File: config.mk
export PLATFORM = sky130hd
export DESIGN_NAME = ex_wb
export DESIGN_NICKNAME = d
export VERILOG_FILES = /design/src/rtl/ex_wb.sv
export SDC_FILE = /design/constraint.sdc
export NUM_CORES = 1
export LEC_CHECK = 0
export ABC_AREA = 1
export BUFFER_PORTS_ARGS = -buffer_cell sky130_fd_sc_hd__buf_2
export CAP_MARGIN = 25
export CORE_MARGIN = 2
export CORE_UTILIZATION = 45
export DETAILED_ROUTE_END_ITERATION = 12
export GPL_TIMING_DRIVEN = 0
export PLACE_DENSITY = 0.67
export SETUP_SLACK_MARGIN = 0.4
export SYNTH_ARGS = -nofsm -noshare
export SYNTH_HDL_FRONTEND = slang
export SYNTH_SLANG_ARGS = --single-unit
export TNS_END_PERCENT = 50
File: constraint.sdc
create_clock -name clk -period 9.6 [get_ports clk]
set_clock_uncertainty 0.05 [all_clocks]
set_input_delay 1.44 -clock clk [delete_from_list [all_inputs] [get_ports clk]]
set_output_delay 1.44 -clock clk [all_outputs]
set_load 0.005 [all_outputs]
File: src/rtl/ex_wb.sv
// Execute stage and EX/WB pipeline register. Computes the one-hot-selected ALU
// result and can feed the previous result back to either operand.
module ex_wb #(
    parameter int XLEN  = 32,
    parameter int CNT_W = 32
) (
    input  logic             clk,
    input  logic             rst,
    input  logic             stall,
    input  logic             flush,
    input  logic [4:0]       rd_addr_in,
    input  logic [XLEN-1:0]  rs1_in,
    input  logic [XLEN-1:0]  rs2_in,
    input  logic [XLEN-1:0]  imm_in,
    input  logic             writeback_en_in,
    input  logic             alu_rs2_reg_in,
    input  logic             rs1_alu_loopback_in,
    input  logic             rs2_alu_loopback_in,
    input  logic             add_en_in,
    input  logic             sub_en_in,
    input  logic             xor_en_in,
    input  logic             or_en_in,
    input  logic             and_en_in,
    output logic [4:0]       rd_addr_out,
    output logic [XLEN-1:0]  result_out,
    output logic             writeback_en_out,
    output logic [CNT_W-1:0] retired_cnt
);

    logic [XLEN-1:0] op_a;
    logic [XLEN-1:0] rs2_path;
    logic [XLEN-1:0] op_b;
    logic [XLEN-1:0] alu_result;
    logic            wb_commit;

    // Loopback taps the registered result, so a dependent instruction on the
    // very next cycle needs no bubble.
    assign op_a     = rs1_alu_loopback_in ? result_out : rs1_in;
    assign rs2_path = rs2_alu_loopback_in ? result_out : rs2_in;
    assign op_b     = alu_rs2_reg_in ? rs2_path : imm_in;

    always_comb begin
        // NOTE: default assigned first, so every path drives alu_result (no latch)
        // and the all-enables-low case yields 0.
        alu_result = '0;
        if (add_en_in)      alu_result = op_a + op_b;
        else if (sub_en_in) alu_result = op_a - op_b;
        else if (xor_en_in) alu_result = op_a ^ op_b;
        else if (or_en_in)  alu_result = op_a | op_b;
        else if (and_en_in) alu_result = op_a & op_b;
    end

    // Writes to x0 are dropped here so the register file never sees them.
    assign wb_commit = writeback_en_in && (rd_addr_in != 5'd0);

    always_ff @(posedge clk) begin
        // NOTE: non-blocking assignments make every register sample pre-edge
        // values, which is what lets loopback read the previous result.
        if (rst) begin
            rd_addr_out      <= '0;
            result_out       <= '0;
            writeback_en_out <= 1'b0;
            retired_cnt      <= '0;
        end else if (flush) begin
            rd_addr_out      <= '0;
            result_out       <= '0;
            writeback_en_out <= 1'b0;
        end else if (!stall) begin
            rd_addr_out      <= rd_addr_in;
            result_out       <= alu_result;
            writeback_en_out <= wb_commit;
            if (wb_commit) retired_cnt <= retired_cnt + 1'b1;
        end
    end

endmodule

[Yosys cells after proc, flatten, opt, wreduce, memory -nomap -nowiden]
Cells that the tools add are included.
Storage, ports and cells
  output and inout bits: 70
  bits in registers: 70
  logic and storage cells: 24
Operators by class
  reductions and logical operators: 4
  $add $sub $neg: 3
  bitwise operators: 5
  muxes and demuxes: 8
Operators with widths (number)
  $mux 32: 8
  $add 32x1->32 const B: 1
  $add 32x32->32: 1
  $and 32x32->32: 1
  $or 32x32->32: 1
  $sub 32x32->32: 1
  $xor 32x32->32: 1
  $reduce_bool 5->1: 1
  $reduce_and 3->1: 1
  $not 1->1: 2
  $reduce_or 2->1: 1
  $logic_and 1x1->1: 1

[Logic depth before layout (Yosys ltp)]
  word-level depth: 8
  depth in mapped cells: 28
  mapped depth without buffers: 25

[Least setup slack after synthesis]
OpenSTA, ideal clock, no wires.
  path type: input to register
  start: in rs2_alu_loopback_in
  end: reg result_out[26]
  path slack: 5439 ps
  cell stages on the path: 23
  required time: 9480 ps
  setup time: 70 ps
  arrival time: 4041 ps
  cell sequence: buf_6 buf_4 clkbuf_1 nand2_1 o211ai_1 o21ai_0 ha_1 fa_1 inv_1 nand3_1 nand2_2 nand2_2 nand2_2 nand3_1 nand2_2 inv_2 o21ai_2 nand3_1 nand3_1 nand2_1 o21ai_1 nand2_1 a21oi_1
Between the ends
  cells in the longest elaborated chain, start to end: 8
  elaborated cells between the ends (all ways): 12
  classes of those cells: add/sub (2); mux (7); bitwise (3)
Ends and longest elaborated chain
  start: declaration: line 18  | input logic rs2_alu_loopback_in,
  $mux 32 *: line 39  | assign rs2_path = rs2_alu_loopback_in ? result_out : rs2_in;
  $mux 32 *: line 40  | assign op_b = alu_rs2_reg_in ? rs2_path : imm_in;
  parallel branches: the longest is 5 deep, another holds $sub 32x32->32
  $mux 32 *: line 46  | if (add_en_in) alu_result = op_a + op_b;
  end signal: assignment: line 70  | result_out <= alu_result;
  end: declaration: line 25  | output logic [XLEN-1:0] result_out,
Every way passes the cells marked *.
A chain may end at the register's enable or synchronous reset.

[Final worst setup path]
  start: in rs2_alu_loopback_in
  end: reg result_out[31]
The elaborated chain is that of the path after synthesis.

==> impl_summary.txt <==
----------------------------------------------------
[Outcome]
  Outcome ... finished clean

[Yosys]
  Share of synthesized area spent on multiplexers ... 0.00101
  Count of flip-flops with a built-in enable after synthesis ... 0
  Number of distinct library cells after synthesis ... 59
  XOR/XNOR Fraction of Synth Area ... 0.00795
  Post-synthesis compound-gate area fraction ... 0.289
  Share of synthesized cell area in full adder, half adder and majority cells ... 0.124
  Post-synth ARST share ... 0
  Dominant synthesized flop cell ... dfxtp_1
  Largest cells by area after synthesis ... dfxtp_1 14%, ha_1 12%, nand2_1 11%, inv_1 9.9%, o21ai_0 9.7%
  Post-synth top area share ... 0.141
  Instance count of the mapped netlist ... 1681
  Synthesized area per cell ... 5.90 um2
  Seq/Total Area, Yosys ... 0.141
  Cell Area, Synth ... about 9900 um2
  Synthesized net count ... about 1900
  Post-synthesis simple-gate area fraction ... 0.290
  Post-synthesis register bit count ... 70
  Yosys warns ... 0
  Combinational family with the most area after synthesis ... simple AND/OR/NAND/NOR gates
  Top cell type by total area after synthesis ... dfxtp_1

[Routing]
  Post-route antenna net violation count ... 0
  Average vias per placed instance ... slightly below 6
  Residual DRC count ... 0
  WL/cell ... 20.8 um
  Via count ... 12500
  DRC marker count from the first detailed-route iteration ... 1175
  Total wire length ... 44900 um
  DRT Pass-1 Iters ... 6

[Hold path]
  Number of instances on the worst hold path ... 2
  Hold Path Class ... flip-flop to flip-flop

[Timing]
  Number of setup violations in the final report ... 0
  Shortest clock period the worst path allows after layout ... 5340 ps
  RSZ-0062 raised after global routing ... no
  Worst slew margin relative to its limit ... 0.303
  Highest clock rate ... 187 MHz
  Post-Route Hold Slack ... around 420 ps
  Period Utilization, post-route ... 0.556
  Final max-slew violation count ... 0
  Setup TNS ... 0 ps
  Worst-margin pin slew ... 1050 ps
  Hold Vio Cnt, Final ... 0

[Clocking]
  Buffer depth of the longest clock path ... 2
  Hold Buf Count CTS ... 0
  Worst skew pair latency ... 360 ps
  Number of H-tree branching levels ... 3
  CTS clock-pin slew for the worst setup and hold paths ... 80 ps
  Number of buffers added for setup after CTS ... 0
  Inserted Clock Buffers ... 9
  Cell at the root of the clock tree ... clkbuf_16
  Sink count of the clock tree ... 70
  TritonCTS clock tree ... done
  Post-cts sizing count ... 0

[Setup path]
  Worst endpoint data arrival time ... around 5500 ps
  Most common cell type on the critical path ... nand2_1
  Critical Path RT ... 9760 ps
  Critical Path Max Stage Delay ... around 800 ps
  Worst-path maximum fanout ... 10
  Setup crit start kind ... primary input
  CP max stage cell ... clkbuf_1
  Buffering stage count on the worst path with inverters included ... 5
  Cells traversed along the worst timing path ... buf_6, buf_4, clkbuf_1, o211ai_1, o21ai_0, inv_1, ha_1, inv_1, nand2_1, o21ai_2, nand2_1, nand2_1, nand2_1, nand2_1, nand3_1, nand3_2, nand2_1, nand2_1, nand2_1, nand3_1, nand2_1, nand2_1, a21oi_1
  WP depth ... 23
  Crit-path leading delay family ... simple AND/OR/NAND/NOR gates
  R2r setup slk ... approximately 6200 ps
  Worst R2R Path Depth ... 22
  Crit end category ... flip-flop
  CP Class ... primary input to flip-flop

[Global routing]
  Number of global-route vias before repair ... 11700
  Met1 track demand over resource in global routing ... 0.502
  Wire length of the first global-routing pass ... 67600 um
  Global-route met2 utilization ... 0.597
  Grt met3 use ... 0.0640
  Overall fraction of global-route tracks in use ... 0.375
  Pin count of the biggest net entering global routing ... 16
  Residual overflow from global routing ... 0
  Antenna violations before repair ... 0
  Gr busiest metal ... met2

[Cells and area]
  Footprint of the flip-flops and latches ... 1400 um2
  Leading cell types in the layout, fill and taps excluded ... 296 x nand2_1, 262 x inv_1, 192 x o21ai_0
  Area growth, synth to finish ... 15.5%
  Area used by multi-input combinational logic ... 7060 um2
  Number of antenna diodes ... 0
  Fillcell total ... 2384
  Final layout net count ... approximately 2100
  Most common library cell in the layout ignoring fill and taps ... nand2_1
  Share of cells above drive strength 1 ... 0.175

[Job]
  Max-cap violation count ... 0

[Floorplanning]
  Initial standard-cell utilization of the core ... 0.456
  Site Rows ... 54
  Core Footprint ... 21800 um2
  IO Pins ... 184
  Die Width ... 152 um
  Height of the die ... around 150 um
  Area enclosed by the die boundary ... 23200 um2

[Placement]
  Number of buffer cells added on primary ports ... approximately 180
  Final Wtd Congestion ... around 1
  HPWL after DPL ... 35200 um

[Power and ir drop]
  Leakage component of the power ... between 5 and 6 nW
  Peak supply drop ... 0.0000812 V
  Power per standard cell area ... 118 nW/um2

----------------------------------------------------
[metrics by stage]
| stage | std cells | area [um2] | setup slack (ps) | power, mW | util |
|---|---|---|---|---|---|
| after global routing | 2156 | 11500 | 4140 | 1.43 | 0.527 |
| final | 2156 | 11500 | 4260 | 1.35 | 0.527 |
| after detailed placement | 2140 | 11200 | 4100 | 0.967 | 0.513 |
| after global placement | 2139 | 11200 | 4080 | 0.964 | 0.513 |
| after CTS | 2156 | 11500 | 4460 | 1.33 | 0.527 |
| after floorplan | 1681 | 9920 | 5440 | 0.753 | - |
[worst min-delay path: stages, from the launching register on]
cell	delay [ps]
dfxtp_1	310
nand2_1	60
a21oi_1	60
[cell type report]
type / instances / area share
inverter: 299 / 0.0983
timing repair buffer: 179 / 0.0784
clock inverter: 7 / 0.00546
sequential: 70 / 0.122
buffer: 68 / 0.0287
tap: 280 / 0.0306
clock buffer: 9 / 0.0197
multi-input combinational: 1244 / 0.617
[cells in the mapped netlist (all sizes together), types with 22 or more instances]
cell,number
nor3,29
nand3,85
nand4,22
buf,24
a21oi,171
ha,95
o211ai,35
nor2,158
o21ai,240
nand2,319
dfxtp,70
clkbuf,44
inv,292
[metal layers]
layer  up-vias  wire length, um
li1       5929                -
met2       672            19800
met4         0             2040
met1      5823            18700
met5         -                0
met3       122             4390
[power breakdown]
group / internal (mW) / switching, mW / total [mW] / leakage, nW
combinational: 0.209 / 0.471 / 0.680 / 5.08
clock: 0.182 / 0.186 / 0.368 / 0.139
sequential: 0.299 / 0.00694 / 0.305 / 0.569
[state kept, by name, summed over array words and instances (netlist names)]
register	flops
writeback_en_out	1
retired_cnt	32
rd_addr_out	5
result_out	32
[path summary, 6_finish.rpt]
kind | start | end
setup / recovery | rs2_alu_loopback_in | result_out[31]$_SDFFE_PP0N_
hold / removal | rd_addr_out[3]$_SDFFE_PP0N_ | rd_addr_out[3]$_SDFFE_PP0N_
setup reg to reg | result_out[1]$_SDFFE_PP0N_ | result_out[31]$_SDFFE_PP0N_
hold reg to reg | rd_addr_out[3]$_SDFFE_PP0N_ | rd_addr_out[3]$_SDFFE_PP0N_
[cells by family after synthesis]
group	Yosys count
XOR/XNOR	9
buffers and inverters	367
adder cells (fa/ha/maj)	97
flip-flops	70
multiplexers	1
AO/OA/AOI/OAI	508
AND/OR/NAND/NOR	629
No activity file was read; power rests on OpenSTA's default activity.
